### config.mk
export PLATFORM = sky130hd
export DESIGN_NAME = boot_loader
export DESIGN_NICKNAME = d
export VERILOG_FILES = /design/src/rtl/boot_loader.sv
export SDC_FILE = /design/constraint.sdc
export NUM_CORES = 1
export LEC_CHECK = 0
export ABC_AREA = 1
export ABC_CLOCK_PERIOD_IN_PS = 3350
export CAP_MARGIN = 40
export CORE_ASPECT_RATIO = 0.7
export CORE_MARGIN = 2
export CORE_UTILIZATION = 30
export DETAILED_ROUTE_END_ITERATION = 6
export RECOVER_POWER = 50
export SLEW_MARGIN = 10
export SYNTH_ARGS = -nofsm -noshare
export SYNTH_HDL_FRONTEND = slang
export SYNTH_SLANG_ARGS = --single-unit
### constraint.sdc
create_clock -name clk -period 3.35 [get_ports clk]
set_input_delay 0.67 -clock clk [delete_from_list [all_inputs] [get_ports clk]]
set_output_delay 0.67 -clock clk [all_outputs]
set_load 0.01 [all_outputs]
### src/rtl/boot_loader.sv
// Program loader and run monitor: streams bytes into instruction RAM, pads the last word,
// releases the CPU, then watches fetches for a halt or a watchdog timeout.
module boot_loader #(
    parameter int                 ADDR_W    = 8,
    parameter int                 BPW       = 4,
    parameter int                 BASE_ADDR = 0,
    parameter logic [8*BPW-1:0]   HALT_WORD = {(8*BPW){1'b1}},
    parameter int                 MAX_RUN   = 1024
) (
    input  logic                clk,
    input  logic                clr,
    input  logic                start,
    input  logic                in_valid,
    input  logic [7:0]          in_data,
    input  logic                in_last,
    output logic                in_ready,
    output logic                mem_we,
    output logic [ADDR_W-1:0]   mem_addr,
    output logic [7:0]          mem_wdata,
    output logic                echo_valid,
    output logic [8*BPW-1:0]    echo_word,
    output logic                cpu_hold,
    input  logic                fetch_valid,
    input  logic [ADDR_W-1:0]   fetch_addr,
    input  logic [8*BPW-1:0]    fetch_word,
    output logic [ADDR_W:0]     loaded_bytes,
    output logic                done,
    output logic [1:0]          err
);

    localparam logic [2:0] S_IDLE  = 3'd0;
    localparam logic [2:0] S_LOAD  = 3'd1;
    localparam logic [2:0] S_PAD   = 3'd2;
    localparam logic [2:0] S_RUN   = 3'd3;
    localparam logic [2:0] S_HALT  = 3'd4;
    localparam logic [2:0] S_ERROR = 3'd5;

    localparam int                LANE_W    = (BPW > 1) ? $clog2(BPW) : 1;
    localparam logic [LANE_W-1:0] LANE_LAST = LANE_W'(BPW - 1);
    localparam logic [ADDR_W:0]   CAPACITY  = {1'b1, {ADDR_W{1'b0}}};
    localparam logic [ADDR_W-1:0] BASE      = ADDR_W'(BASE_ADDR);
    localparam logic [31:0]       WD_LAST   = 32'(MAX_RUN - 1);
    localparam bit                WD_EN     = (MAX_RUN != 0);

    logic [2:0]         r_state;
    logic [ADDR_W-1:0]  r_ptr;
    logic [ADDR_W:0]    r_cnt;
    logic [LANE_W-1:0]  r_lane;
    logic [31:0]        r_wdog;
    logic               r_in_ready;
    logic               r_mem_we;
    logic [ADDR_W-1:0]  r_mem_addr;
    logic [7:0]         r_mem_wdata;
    logic               r_echo_valid;
    logic [8*BPW-1:0]   r_echo_word;
    logic               r_cpu_hold;
    logic               r_done;
    logic [1:0]         r_err;

    logic               w_accept;
    logic               w_overflow;
    logic               w_word_end;
    logic               w_pad_write;
    logic               w_write;
    logic [7:0]         w_wr_data;
    logic               w_load_entry;
    logic [ADDR_W-1:0]  w_rel;
    logic               w_halt;
    logic               w_wd_expire;

    // in_ready is only ever high in LOAD, so it doubles as the state qualifier
    assign w_accept     = r_in_ready && in_valid;
    assign w_overflow   = (r_cnt == CAPACITY);
    assign w_word_end   = (r_lane == LANE_LAST);
    assign w_pad_write  = (r_state == S_PAD) && (r_lane != {LANE_W{1'b0}});
    assign w_write      = (w_accept && !w_overflow) || w_pad_write;
    assign w_wr_data    = (r_state == S_PAD) ? 8'h00 : in_data;
    assign w_load_entry = start && ((r_state == S_IDLE) || (r_state == S_HALT) || (r_state == S_ERROR));
    assign w_rel        = fetch_addr - BASE;
    assign w_halt       = fetch_valid && ((fetch_word == HALT_WORD) || ({1'b0, w_rel} >= r_cnt));
    assign w_wd_expire  = WD_EN && (r_wdog == WD_LAST);

    // Control: state sequencing, handshake, CPU hold, status and watchdog
    always_ff @(posedge clk or negedge clr) begin
        if (!clr) begin
            r_state    <= S_IDLE;
            r_in_ready <= 1'b0;
            r_cpu_hold <= 1'b1;
            r_done     <= 1'b0;
            r_err      <= 2'b00;
            r_wdog     <= 32'd0;
        end else begin
            case (r_state)
                S_IDLE, S_HALT, S_ERROR: begin
                    if (start) begin
                        r_state    <= S_LOAD;
                        r_in_ready <= 1'b1;
                        r_cpu_hold <= 1'b1;
                        r_done     <= 1'b0;
                        r_err      <= 2'b00;
                    end
                end
                S_LOAD: begin
                    if (w_accept && w_overflow) begin
                        r_state    <= S_ERROR;
                        r_in_ready <= 1'b0;
                        r_err      <= 2'b01;
                    end else if (w_accept && in_last) begin
                        r_state    <= S_PAD;
                        r_in_ready <= 1'b0;
                    end
                end
                S_PAD: begin
                    // An already word-aligned count still spends one cycle here so the
                    // CPU is released one cycle after the final write.
                    if (!w_pad_write) begin
                        r_state    <= S_RUN;
                        r_cpu_hold <= 1'b0;
                        r_wdog     <= 32'd0;
                    end
                end
                S_RUN: begin
                    if (w_halt) begin
                        r_state    <= S_HALT;
                        r_cpu_hold <= 1'b1;
                        r_done     <= 1'b1;
                    end else if (w_wd_expire) begin
                        r_state    <= S_ERROR;
                        r_cpu_hold <= 1'b1;
                        r_err      <= 2'b10;
                    end else begin
                        r_wdog <= r_wdog + 32'd1;
                    end
                end
                default: begin
                    r_state    <= S_IDLE;
                    r_in_ready <= 1'b0;
                    r_cpu_hold <= 1'b1;
                end
            endcase
        end
    end

    // Datapath: registered RAM writes, word echo and byte accounting
    always_ff @(posedge clk or negedge clr) begin
        if (!clr) begin
            r_ptr        <= {ADDR_W{1'b0}};
            r_cnt        <= {(ADDR_W+1){1'b0}};
            r_lane       <= {LANE_W{1'b0}};
            r_mem_we     <= 1'b0;
            r_mem_addr   <= {ADDR_W{1'b0}};
            r_mem_wdata  <= 8'h00;
            r_echo_valid <= 1'b0;
            r_echo_word  <= {(8*BPW){1'b0}};
        end else begin
            r_mem_we     <= 1'b0;
            r_echo_valid <= 1'b0;
            if (w_write) begin
                r_mem_we     <= 1'b1;
                r_mem_addr   <= r_ptr;
                r_mem_wdata  <= w_wr_data;
                r_echo_word  <= (r_echo_word << 4'd8) | (8*BPW)'(w_wr_data);
                r_echo_valid <= w_word_end;
                r_ptr        <= r_ptr + ADDR_W'(1);
                r_cnt        <= r_cnt + (ADDR_W+1)'(1);
                r_lane       <= w_word_end ? {LANE_W{1'b0}} : r_lane + LANE_W'(1);
            end else if (w_load_entry) begin
                r_ptr  <= BASE;
                r_cnt  <= {(ADDR_W+1){1'b0}};
                r_lane <= {LANE_W{1'b0}};
            end
        end
    end

    assign in_ready     = r_in_ready;
    assign mem_we       = r_mem_we;
    assign mem_addr     = r_mem_addr;
    assign mem_wdata    = r_mem_wdata;
    assign echo_valid   = r_echo_valid;
    assign echo_word    = r_echo_word;
    assign cpu_hold     = r_cpu_hold;
    assign loaded_bytes = r_cnt;
    assign done         = r_done;
    assign err          = r_err;

endmodule

==> run_summary.xml, run 1 <==
<?xml version="1.0" encoding="UTF-8"?>
<metrics>
  <group name="outcome">
    <metric name="run_status" unit="">complete, but fails checks</metric>
    <metric name="violations" unit="">max-capacitance violations, max-slew violations</metric>
  </group>
  <group name="setup_path">
    <metric name="worst-path-max-fanout" unit="">38</metric>
    <metric name="cp-startpoint" unit="">loaded_bytes[0]$_DFFE_PN0P_</metric>
    <metric name="number_of_cells_on_the_critical_path" unit="">10</metric>
    <metric name="worst_setup_path_end_kind" unit="">flop</metric>
    <metric name="worst_r2r_endpoint" unit="">r_ptr[0]$_DFFE_PN0P_</metric>
    <metric name="cpPeakStageDelay" unit="ps">580</metric>
    <metric name="timing.reg2reg.setup_slack" unit="ps">800</metric>
    <metric name="crit_path_cell_trace" unit="">inv_1 -&gt; ha_1 -&gt; nand2_1 -&gt; nor3_1 -&gt; nand2_1 -&gt; nand2_1 -&gt; nand2_1 -&gt; inv_2 -&gt; buf_4 -&gt; o21ai_0</metric>
    <metric name="worstRegToRegCells" unit="">10</metric>
    <metric name="path_class" unit="">flop to flop</metric>
    <metric name="worst_reg2reg_startpoint" unit="">loaded_bytes[0]$_DFFE_PN0P_</metric>
    <metric name="cp-start-kind" unit="">flop</metric>
    <metric name="most_prevalent_standard_cell_on_the_critical_path" unit="">sky130_fd_sc_hd__nand2_1</metric>
    <metric name="arrival" unit="ps">2800</metric>
    <metric name="critical_path.slowest_cell" unit="">sky130_fd_sc_hd__inv_2</metric>
    <metric name="critPathTopFamily" unit="">buffers and inverters</metric>
    <metric name="critical_path_buf_inv_count" unit="">3</metric>
    <metric name="critPathRequiredTime" unit="ps">3590</metric>
  </group>
  <group name="yosys">
    <metric name="ys.warnings.count" unit="">0</metric>
    <metric name="ys_seq_elements" unit="">101</metric>
    <metric name="fraction_of_synthesized_cell_area_taken_by_the_top_area_cell_type" unit="">0.4382</metric>
    <metric name="synthCells" unit="">788</metric>
    <metric name="synth.largest_area_cell" unit="">sky130_fd_sc_hd__dfrtp_1</metric>
    <metric name="synth.yosys.seq_area_share" unit="">0.4428</metric>
    <metric name="synth_area_leaders" unit="">sky130_fd_sc_hd__dfrtp_1 44%, sky130_fd_sc_hd__nand2_1 20%, sky130_fd_sc_hd__nand3_1 6.2%, sky130_fd_sc_hd__nor2_1 5.4%, sky130_fd_sc_hd__inv_1 4.3%</metric>
    <metric name="syn_nets" unit="">856</metric>
    <metric name="synth.cell_area" unit="mm2">0.005710</metric>
    <metric name="yosys.cell_types.count" unit="">36</metric>
    <metric name="postSynthAreaPerCell" unit="um2">7.247</metric>
  </group>
  <group name="routing">
    <metric name="number_of_vias_per_cell" unit="">4.641</metric>
    <metric name="vias" unit="">5291</metric>
    <metric name="route.antenna.remaining_nets" unit="">0</metric>
    <metric name="wire_per_inst" unit="um">13.24</metric>
    <metric name="drt_drc_violations_left" unit="">0</metric>
    <metric name="detail_route.iter0.violations" unit="">380</metric>
    <metric name="dr.pass1.iters" unit="">5</metric>
    <metric name="wirelength" unit="um">15100</metric>
  </group>
  <group name="power_and_ir_drop">
    <metric name="finalPower" unit="mW">4.743</metric>
    <metric name="total_power_density_per_cell_area" unit="mW/mm2">646.4</metric>
    <metric name="power.leakage" unit="nW">3.442</metric>
    <metric name="power.ir.vdd_worst" unit="mV">0.2757</metric>
  </group>
  <group name="clocking">
    <metric name="clock_tree.root_cell" unit="">sky130_fd_sc_hd__clkbuf_16</metric>
    <metric name="tritoncts" unit="">done</metric>
    <metric name="htree_num_levels" unit="">3</metric>
    <metric name="post_cts_resized" unit="">0</metric>
    <metric name="post-cts-setup-buffer-count" unit="">0</metric>
    <metric name="cts_buffers" unit="">9</metric>
    <metric name="max_clock_buf_depth" unit="">2</metric>
    <metric name="cts_hold_repair.buffers" unit="">0</metric>
    <metric name="clock_sinks" unit="">101</metric>
    <metric name="insertion_delay" unit="ps">360</metric>
    <metric name="path_clk_slew" unit="ps">70</metric>
  </group>
  <group name="finish">
    <metric name="multiInputGateArea" unit="mm2">0.002716</metric>
    <metric name="drive_gt1_frac" unit="">0.04900</metric>
    <metric name="final-seq-area" unit="mm2">0.002529</metric>
    <metric name="final_net_count" unit="">961</metric>
    <metric name="antenna-diode-count" unit="">0</metric>
    <metric name="final_util" unit="">0.3912</metric>
    <metric name="num-fill-cells" unit="">1941</metric>
    <metric name="layout-area-overhead-vs-synth" unit="%">28.51</metric>
  </group>
  <group name="global_route">
    <metric name="grt-ovfl-total" unit="">0</metric>
    <metric name="grt_max_degree" unit="">102</metric>
    <metric name="grt_first_pass_wirelength" unit="um">25170</metric>
    <metric name="grt_pass1_vias" unit="">4961</metric>
    <metric name="grt_util_all_layers" unit="">0.1572</metric>
    <metric name="grt_antenna_before_repair" unit="">0</metric>
  </group>
  <group name="timing">
    <metric name="finClkSkew" unit="ps">8.521</metric>
    <metric name="worst_hold_check_slack" unit="ps">463.5</metric>
    <metric name="setup_viol_count_final" unit="">0</metric>
    <metric name="report.final.hold_viol_count" unit="">0</metric>
    <metric name="rsz0062_at_grt" unit="">no</metric>
    <metric name="final_clock_period_utilization_by_the_worst_path" unit="">0.7626</metric>
    <metric name="max-slew-margin-rel" unit="">-0.5391</metric>
    <metric name="clock.fmax" unit="MHz">391.4</metric>
    <metric name="worst_setup_slack_final" unit="ps">795.3</metric>
    <metric name="fin_crit" unit="ps">2555</metric>
    <metric name="report.final.slew_viol_count" unit="">102</metric>
    <metric name="fin_tns_setup" unit="ps">0</metric>
    <metric name="max_slew.worst_pin.slew" unit="ps">2309</metric>
  </group>
  <group name="die">
    <metric name="floorplan.io_pins" unit="">118</metric>
    <metric name="fp-row-count" unit="">42</metric>
    <metric name="dieHeight" unit="um">119.4</metric>
    <metric name="die_width" unit="um">168.9</metric>
    <metric name="core" unit="mm2">0.01876</metric>
    <metric name="initial_utilization" unit="">0.3044</metric>
    <metric name="total_die_area" unit="mm2">0.02017</metric>
  </group>
  <group name="placed_design">
    <metric name="pre_cts_worst_setup_slack" unit="ps">671.7</metric>
    <metric name="finalWeightedCongestion" unit="">0.8915</metric>
    <metric name="io_buffer_count" unit="">117</metric>
    <metric name="dp_hpwl" unit="um">10980</metric>
  </group>
  <group name="hold_path">
    <metric name="hold-path-cell-count" unit="">2</metric>
    <metric name="hp-start" unit="">cpu_hold$_DFFE_PN1P_</metric>
    <metric name="worst_hold_path_type" unit="">flop to flop</metric>
    <metric name="worstHoldEndpoint" unit="">cpu_hold$_DFFE_PN1P_</metric>
  </group>
  <group name="flow_run">
    <metric name="drv_cap" unit="">1</metric>
  </group>
</metrics>
## layout make-up
| cell class | count | share of cell area |
|---|---|---|
| clock buffer | 10 | 0.03257 |
| clock inverter | 6 | 0.006309 |
| multi-input combinational | 585 | 0.3702 |
| timing repair buffer | 126 | 0.1691 |
| inverter | 70 | 0.03598 |
| tap | 242 | 0.04126 |
| sequential | 101 | 0.3446 |
## logic make-up after synthesis
group / share of synthesized area
AND/OR/NAND/NOR: 0.3650
AO/OA/AOI/OAI: 0.05368
flip-flops: 0.4428
buffers and inverters: 0.08150
adder cells (fa/ha/maj): 0.03068
XOR/XNOR: 0.02454
multiplexers: 0.001753
## per-layer routing
metal  wire length (um)  vias up  track usage
met2               5967      164       0.2203
met3               1068        8      0.03789
li1                   -     2697            -
met4                144        0      0.03987
met5                  0        -            0
met1               7919     2422       0.2399
## power by group
part,switching (mW),internal [mW]
registers,0.238,1.51
logic,1.14,0.821
clock network,0.499,0.531
total,1.88,2.87
## sequential cells by signal (all words and copies together) (netlist names)
register      flops
in_ready          1
done              1
err               2
r_state           3
mem_we            1
r_wdog           32
r_ptr             8
echo_word        25
echo_valid        1
mem_addr          8
cpu_hold          1
loaded_bytes      9
mem_wdata         7
r_lane            2
## how the worst max path moves through the flow
stage,endpoint
after detailed placement,err[0]$_DFFE_PN0P_
after floorplan,r_wdog[2]$_DFFE_PN0P_
final,r_ptr[0]$_DFFE_PN0P_
after global routing,r_wdog[21]$_DFFE_PN0P_
after CTS,r_ptr[0]$_DFFE_PN0P_
after global placement,r_wdog[1]$_DFFE_PN0P_
## cell usage after synthesis, drive strengths merged
| cell type | count |
|---|---|
| nand2 | 305 |
| dfrtp | 100 |
| nor2 | 84 |
| nand3 | 72 |
| inv | 69 |
| o21ai | 38 |
| buf | 23 |
| nor3 | 20 |
| ha | 14 |
| xor2 | 13 |
| nand4 | 12 |
| clkbuf | 9 |
| a21oi | 6 |
| or2 | 4 |
| a22o | 3 |
| a32o | 3 |
| nor3b | 3 |
| xnor2 | 3 |
| and3 | 1 |
| clkinv | 1 |
| dfstp | 1 |
| mux2i | 1 |
| nand3b | 1 |
| o211ai | 1 |
| o31ai | 1 |
## through the flow
step | instance area, um2 | instances
3_5_place_dp | 7071 | 1124
3_3_place_gp | 7056 | 1123
2_1_floorplan | 5710 | 788
5_1_grt | 7338 | 1140
6_report | 7338 | 1140
4_1_cts | 7356 | 1140
## placed cells by master (no fill, tap or decap), types with 2 or more instances in the layout
cell type                         count
sky130_fd_sc_hd__inv_2                4
sky130_fd_sc_hd__nand3_1             71
sky130_fd_sc_hd__o21ai_0             33
sky130_fd_sc_hd__buf_4                8
sky130_fd_sc_hd__clkinv_2             3
sky130_fd_sc_hd__clkbuf_16            9
sky130_fd_sc_hd__nand4_1             12
sky130_fd_sc_hd__or2_2                4
sky130_fd_sc_hd__o21ai_1              3
sky130_fd_sc_hd__nand2_2              2
sky130_fd_sc_hd__nand2_1            302
sky130_fd_sc_hd__xor2_1              13
sky130_fd_sc_hd__xnor2_1              3
sky130_fd_sc_hd__dlygate4sd3_1       30
sky130_fd_sc_hd__clkdlybuf4s50_1     86
sky130_fd_sc_hd__inv_1               65
sky130_fd_sc_hd__a32o_1               3
sky130_fd_sc_hd__ha_1                14
sky130_fd_sc_hd__a22o_1               3
sky130_fd_sc_hd__dfrtp_1            100
sky130_fd_sc_hd__nor2_1              82
sky130_fd_sc_hd__a21oi_1              6
sky130_fd_sc_hd__nor3b_1              3
sky130_fd_sc_hd__nor3_1              20
## tightest hold or removal path, cell delays in order (launching register included)
cell	delay, ps
sky130_fd_sc_hd__dfstp_2	370
sky130_fd_sc_hd__nand2_1	50
sky130_fd_sc_hd__nand2_1	40
Power figures use the tool's default switching activity.
==> run 2, diff against run 1 <==
--- a/config.mk
+++ b/config.mk
@@ -6,7 +6,7 @@
 export NUM_CORES = 1
 export LEC_CHECK = 0
 export ABC_AREA = 1
-export ABC_CLOCK_PERIOD_IN_PS = 3350
+export ABC_CLOCK_PERIOD_IN_PS = 2600
 export CAP_MARGIN = 40
 export CORE_ASPECT_RATIO = 0.7
 export CORE_MARGIN = 2
==> constraint.sdc (replaced) <==
create_clock -name clk -period 2.6 [get_ports clk]
set_input_delay 0.52 -clock clk [delete_from_list [all_inputs] [get_ports clk]]
set_output_delay 0.52 -clock clk [all_outputs]
set_load 0.01 [all_outputs]
==> run_summary.xml, run 2 (synthesis results as in run 1) <==
<?xml version="1.0" encoding="UTF-8"?>
<metrics>
  <group name="setup_path">
    <metric name="critical_path_buf_inv_count" unit="">1</metric>
    <metric name="worst_setup_path_end_kind" unit="">flop</metric>
    <metric name="arrival" unit="ps">2400</metric>
    <metric name="path_class" unit="">input port to flop</metric>
    <metric name="crit_path_cell_trace" unit="">clkdlybuf4s50_1 -&gt; ha_1 -&gt; nand2_1 -&gt; nor2_1 -&gt; nand2_1 -&gt; nand3_1 -&gt; nand2_1 -&gt; nand3_1 -&gt; nand3_1 -&gt; nand2_4 -&gt; nand2_1 -&gt; nand2_1</metric>
    <metric name="critical_path.slowest_cell" unit="">sky130_fd_sc_hd__clkdlybuf4s50_1</metric>
    <metric name="worst_reg2reg_startpoint" unit="">loaded_bytes[4]$_DFFE_PN0P_</metric>
    <metric name="most_prevalent_standard_cell_on_the_critical_path" unit="">sky130_fd_sc_hd__nand2_1</metric>
    <metric name="cp-startpoint" unit="">fetch_addr[4]</metric>
    <metric name="cpPeakStageDelay" unit="ps">420</metric>
    <metric name="critPathRequiredTime" unit="ps">2880</metric>
    <metric name="cp-start-kind" unit="">input port</metric>
    <metric name="critPathTopFamily" unit="">simple AND/OR/NAND/NOR gates</metric>
    <metric name="worst-path-max-fanout" unit="">32</metric>
  </group>
  <group name="timing">
    <metric name="worst_setup_slack_final" unit="ps">480.6</metric>
    <metric name="fin_crit" unit="ps">2119</metric>
    <metric name="max-slew-margin-rel" unit="">0.1250</metric>
    <metric name="report.final.hold_viol_count" unit="">0</metric>
    <metric name="report.final.slew_viol_count" unit="">0</metric>
    <metric name="fin_tns_setup" unit="ps">0</metric>
    <metric name="setup_viol_count_final" unit="">0</metric>
    <metric name="max_slew.worst_pin.slew" unit="ps">1312</metric>
    <metric name="clock.fmax" unit="MHz">471.8</metric>
    <metric name="final_clock_period_utilization_by_the_worst_path" unit="">0.8152</metric>
    <metric name="finClkSkew" unit="ps">7.918</metric>
    <metric name="worst_hold_check_slack" unit="ps">454.6</metric>
    <metric name="rsz0062_at_grt" unit="">no</metric>
  </group>
  <group name="placed_design">
    <metric name="io_buffer_count" unit="">117</metric>
    <metric name="post-place-cells" unit="">1127</metric>
    <metric name="dp_hpwl" unit="um">11100</metric>
    <metric name="finalWeightedCongestion" unit="">0.9011</metric>
    <metric name="pre_cts_worst_setup_slack" unit="ps">125.9</metric>
  </group>
  <group name="clocking">
    <metric name="max_clock_buf_depth" unit="">2</metric>
    <metric name="post_cts_resized" unit="">0</metric>
    <metric name="cts_hold_repair.buffers" unit="">0</metric>
    <metric name="cts_buffers" unit="">9</metric>
    <metric name="post-cts-setup-buffer-count" unit="">0</metric>
    <metric name="htree_num_levels" unit="">3</metric>
    <metric name="path_clk_slew" unit="ps">70</metric>
    <metric name="insertion_delay" unit="ps">350</metric>
    <metric name="clock_tree.root_cell" unit="">sky130_fd_sc_hd__clkbuf_16</metric>
    <metric name="tritoncts" unit="">done</metric>
    <metric name="clock_sinks" unit="">101</metric>
  </group>
  <group name="outcome">
    <metric name="run_status" unit="">finished clean</metric>
  </group>
  <group name="routing">
    <metric name="number_of_vias_per_cell" unit="">4.626</metric>
    <metric name="wirelength" unit="um">15100</metric>
    <metric name="wire_per_inst" unit="um">13.21</metric>
    <metric name="dr.pass1.iters" unit="">5</metric>
    <metric name="vias" unit="">5288</metric>
    <metric name="route.antenna.remaining_nets" unit="">0</metric>
    <metric name="drt_drc_violations_left" unit="">0</metric>
    <metric name="detail_route.iter0.violations" unit="">465</metric>
  </group>
  <group name="die">
    <metric name="core" unit="mm2">0.01876</metric>
    <metric name="die_width" unit="um">168.9</metric>
    <metric name="dieHeight" unit="um">119.4</metric>
    <metric name="initial_utilization" unit="">0.3044</metric>
    <metric name="floorplan.io_pins" unit="">118</metric>
    <metric name="fp-row-count" unit="">42</metric>
    <metric name="total_die_area" unit="mm2">0.02017</metric>
  </group>
  <group name="finish">
    <metric name="layout_commonest_cell" unit="">sky130_fd_sc_hd__nand2_1</metric>
    <metric name="antenna-diode-count" unit="">0</metric>
    <metric name="final-seq-area" unit="mm2">0.002529</metric>
    <metric name="instances_no_fill" unit="">1143</metric>
    <metric name="multiInputGateArea" unit="mm2">0.002719</metric>
    <metric name="registers.top_by_ff_count" unit="">r_wdog</metric>
    <metric name="drive_gt1_frac" unit="">0.05105</metric>
    <metric name="layout-area-overhead-vs-synth" unit="%">29.16</metric>
    <metric name="final_net_count" unit="">964</metric>
    <metric name="num-fill-cells" unit="">1918</metric>
    <metric name="largest_register_ff_count" unit="">32</metric>
    <metric name="leading_cell_types_in_the_layout_fill_and_taps_excluded" unit="">301 x sky130_fd_sc_hd__nand2_1, 100 x sky130_fd_sc_hd__dfrtp_1, 85 x sky130_fd_sc_hd__clkdlybuf4s50_1</metric>
    <metric name="final_util" unit="">0.3932</metric>
  </group>
  <group name="power_and_ir_drop">
    <metric name="total_power_density_per_cell_area" unit="mW/mm2">835.6</metric>
    <metric name="power.leakage" unit="nW">3.457</metric>
    <metric name="power.ir.vdd_worst" unit="mV">0.4173</metric>
  </group>
  <group name="flow_run">
    <metric name="drv_cap" unit="">0</metric>
  </group>
  <group name="global_route">
    <metric name="grt_antenna_before_repair" unit="">0</metric>
    <metric name="grt_pass1_vias" unit="">4888</metric>
    <metric name="grt_util_all_layers" unit="">0.1560</metric>
    <metric name="grt-ovfl-total" unit="">0</metric>
    <metric name="grt_first_pass_wirelength" unit="um">25270</metric>
    <metric name="grt_max_degree" unit="">51</metric>
  </group>
  <group name="hold_path">
    <metric name="worst_hold_path_type" unit="">input port to async pin</metric>
  </group>
</metrics>
==> run 2: cell types whose count changed in the layout (fill, tap and decap cells not counted), moves of 2 or more <==
cell                       before  now
sky130_fd_sc_hd__clkbuf_2       0    2
sky130_fd_sc_hd__clkbuf_1       0    2
sky130_fd_sc_hd__buf_12         0    2
sky130_fd_sc_hd__clkinv_2       3    1
==> run 2: final cells by class <==
cell class | count | area share
timing repair buffer | 129 | 0.1723
clock inverter | 7 | 0.008821
sequential | 101 | 0.3428
inverter | 70 | 0.03579
multi-input combinational | 585 | 0.3686
tap | 242 | 0.04105
clock buffer | 9 | 0.03053
==> run 2: final timing paths <==
check                                           to  slack (ps)  cells after the start
min reg2reg                mem_addr[0]$_DFFE_PN0P_         470                      2
max in group asynchronous     r_ptr[7]$_DFFE_PN0P_         720                      2
min                          r_wdog[6]$_DFFE_PN0P_         450                      1
min in group clk           mem_addr[0]$_DFFE_PN0P_         470                      2
max                          r_wdog[6]$_DFFE_PN0P_         480                     12
max reg2reg                  r_wdog[6]$_DFFE_PN0P_         490                     12
==> run 2: metal layers <==
metal	vias up	GRT usage	wire length, um
li1	2707	-	-
met1	2408	0.2456	8172
met2	162	0.2136	5858
met3	11	0.03124	907
met4	0	0.04041	163
met5	-	0	0
==> run 2: through the flow <==
step / power (mW) / area (um2)
floorplan: 3.810 / 5710
global placement: 4.930 / 7111
detailed placement: 4.956 / 7111
CTS: 6.328 / 7401
global route: 6.636 / 7376
finish: 6.163 / 7376
==> run 2: report_power, final <==
part	internal [mW]	leakage, nW	switching, mW
clock network	0.675	0.140	0.664
registers	1.95	1.35	0.294
logic	1.09	1.96	1.49
total	3.72	3.46	2.45
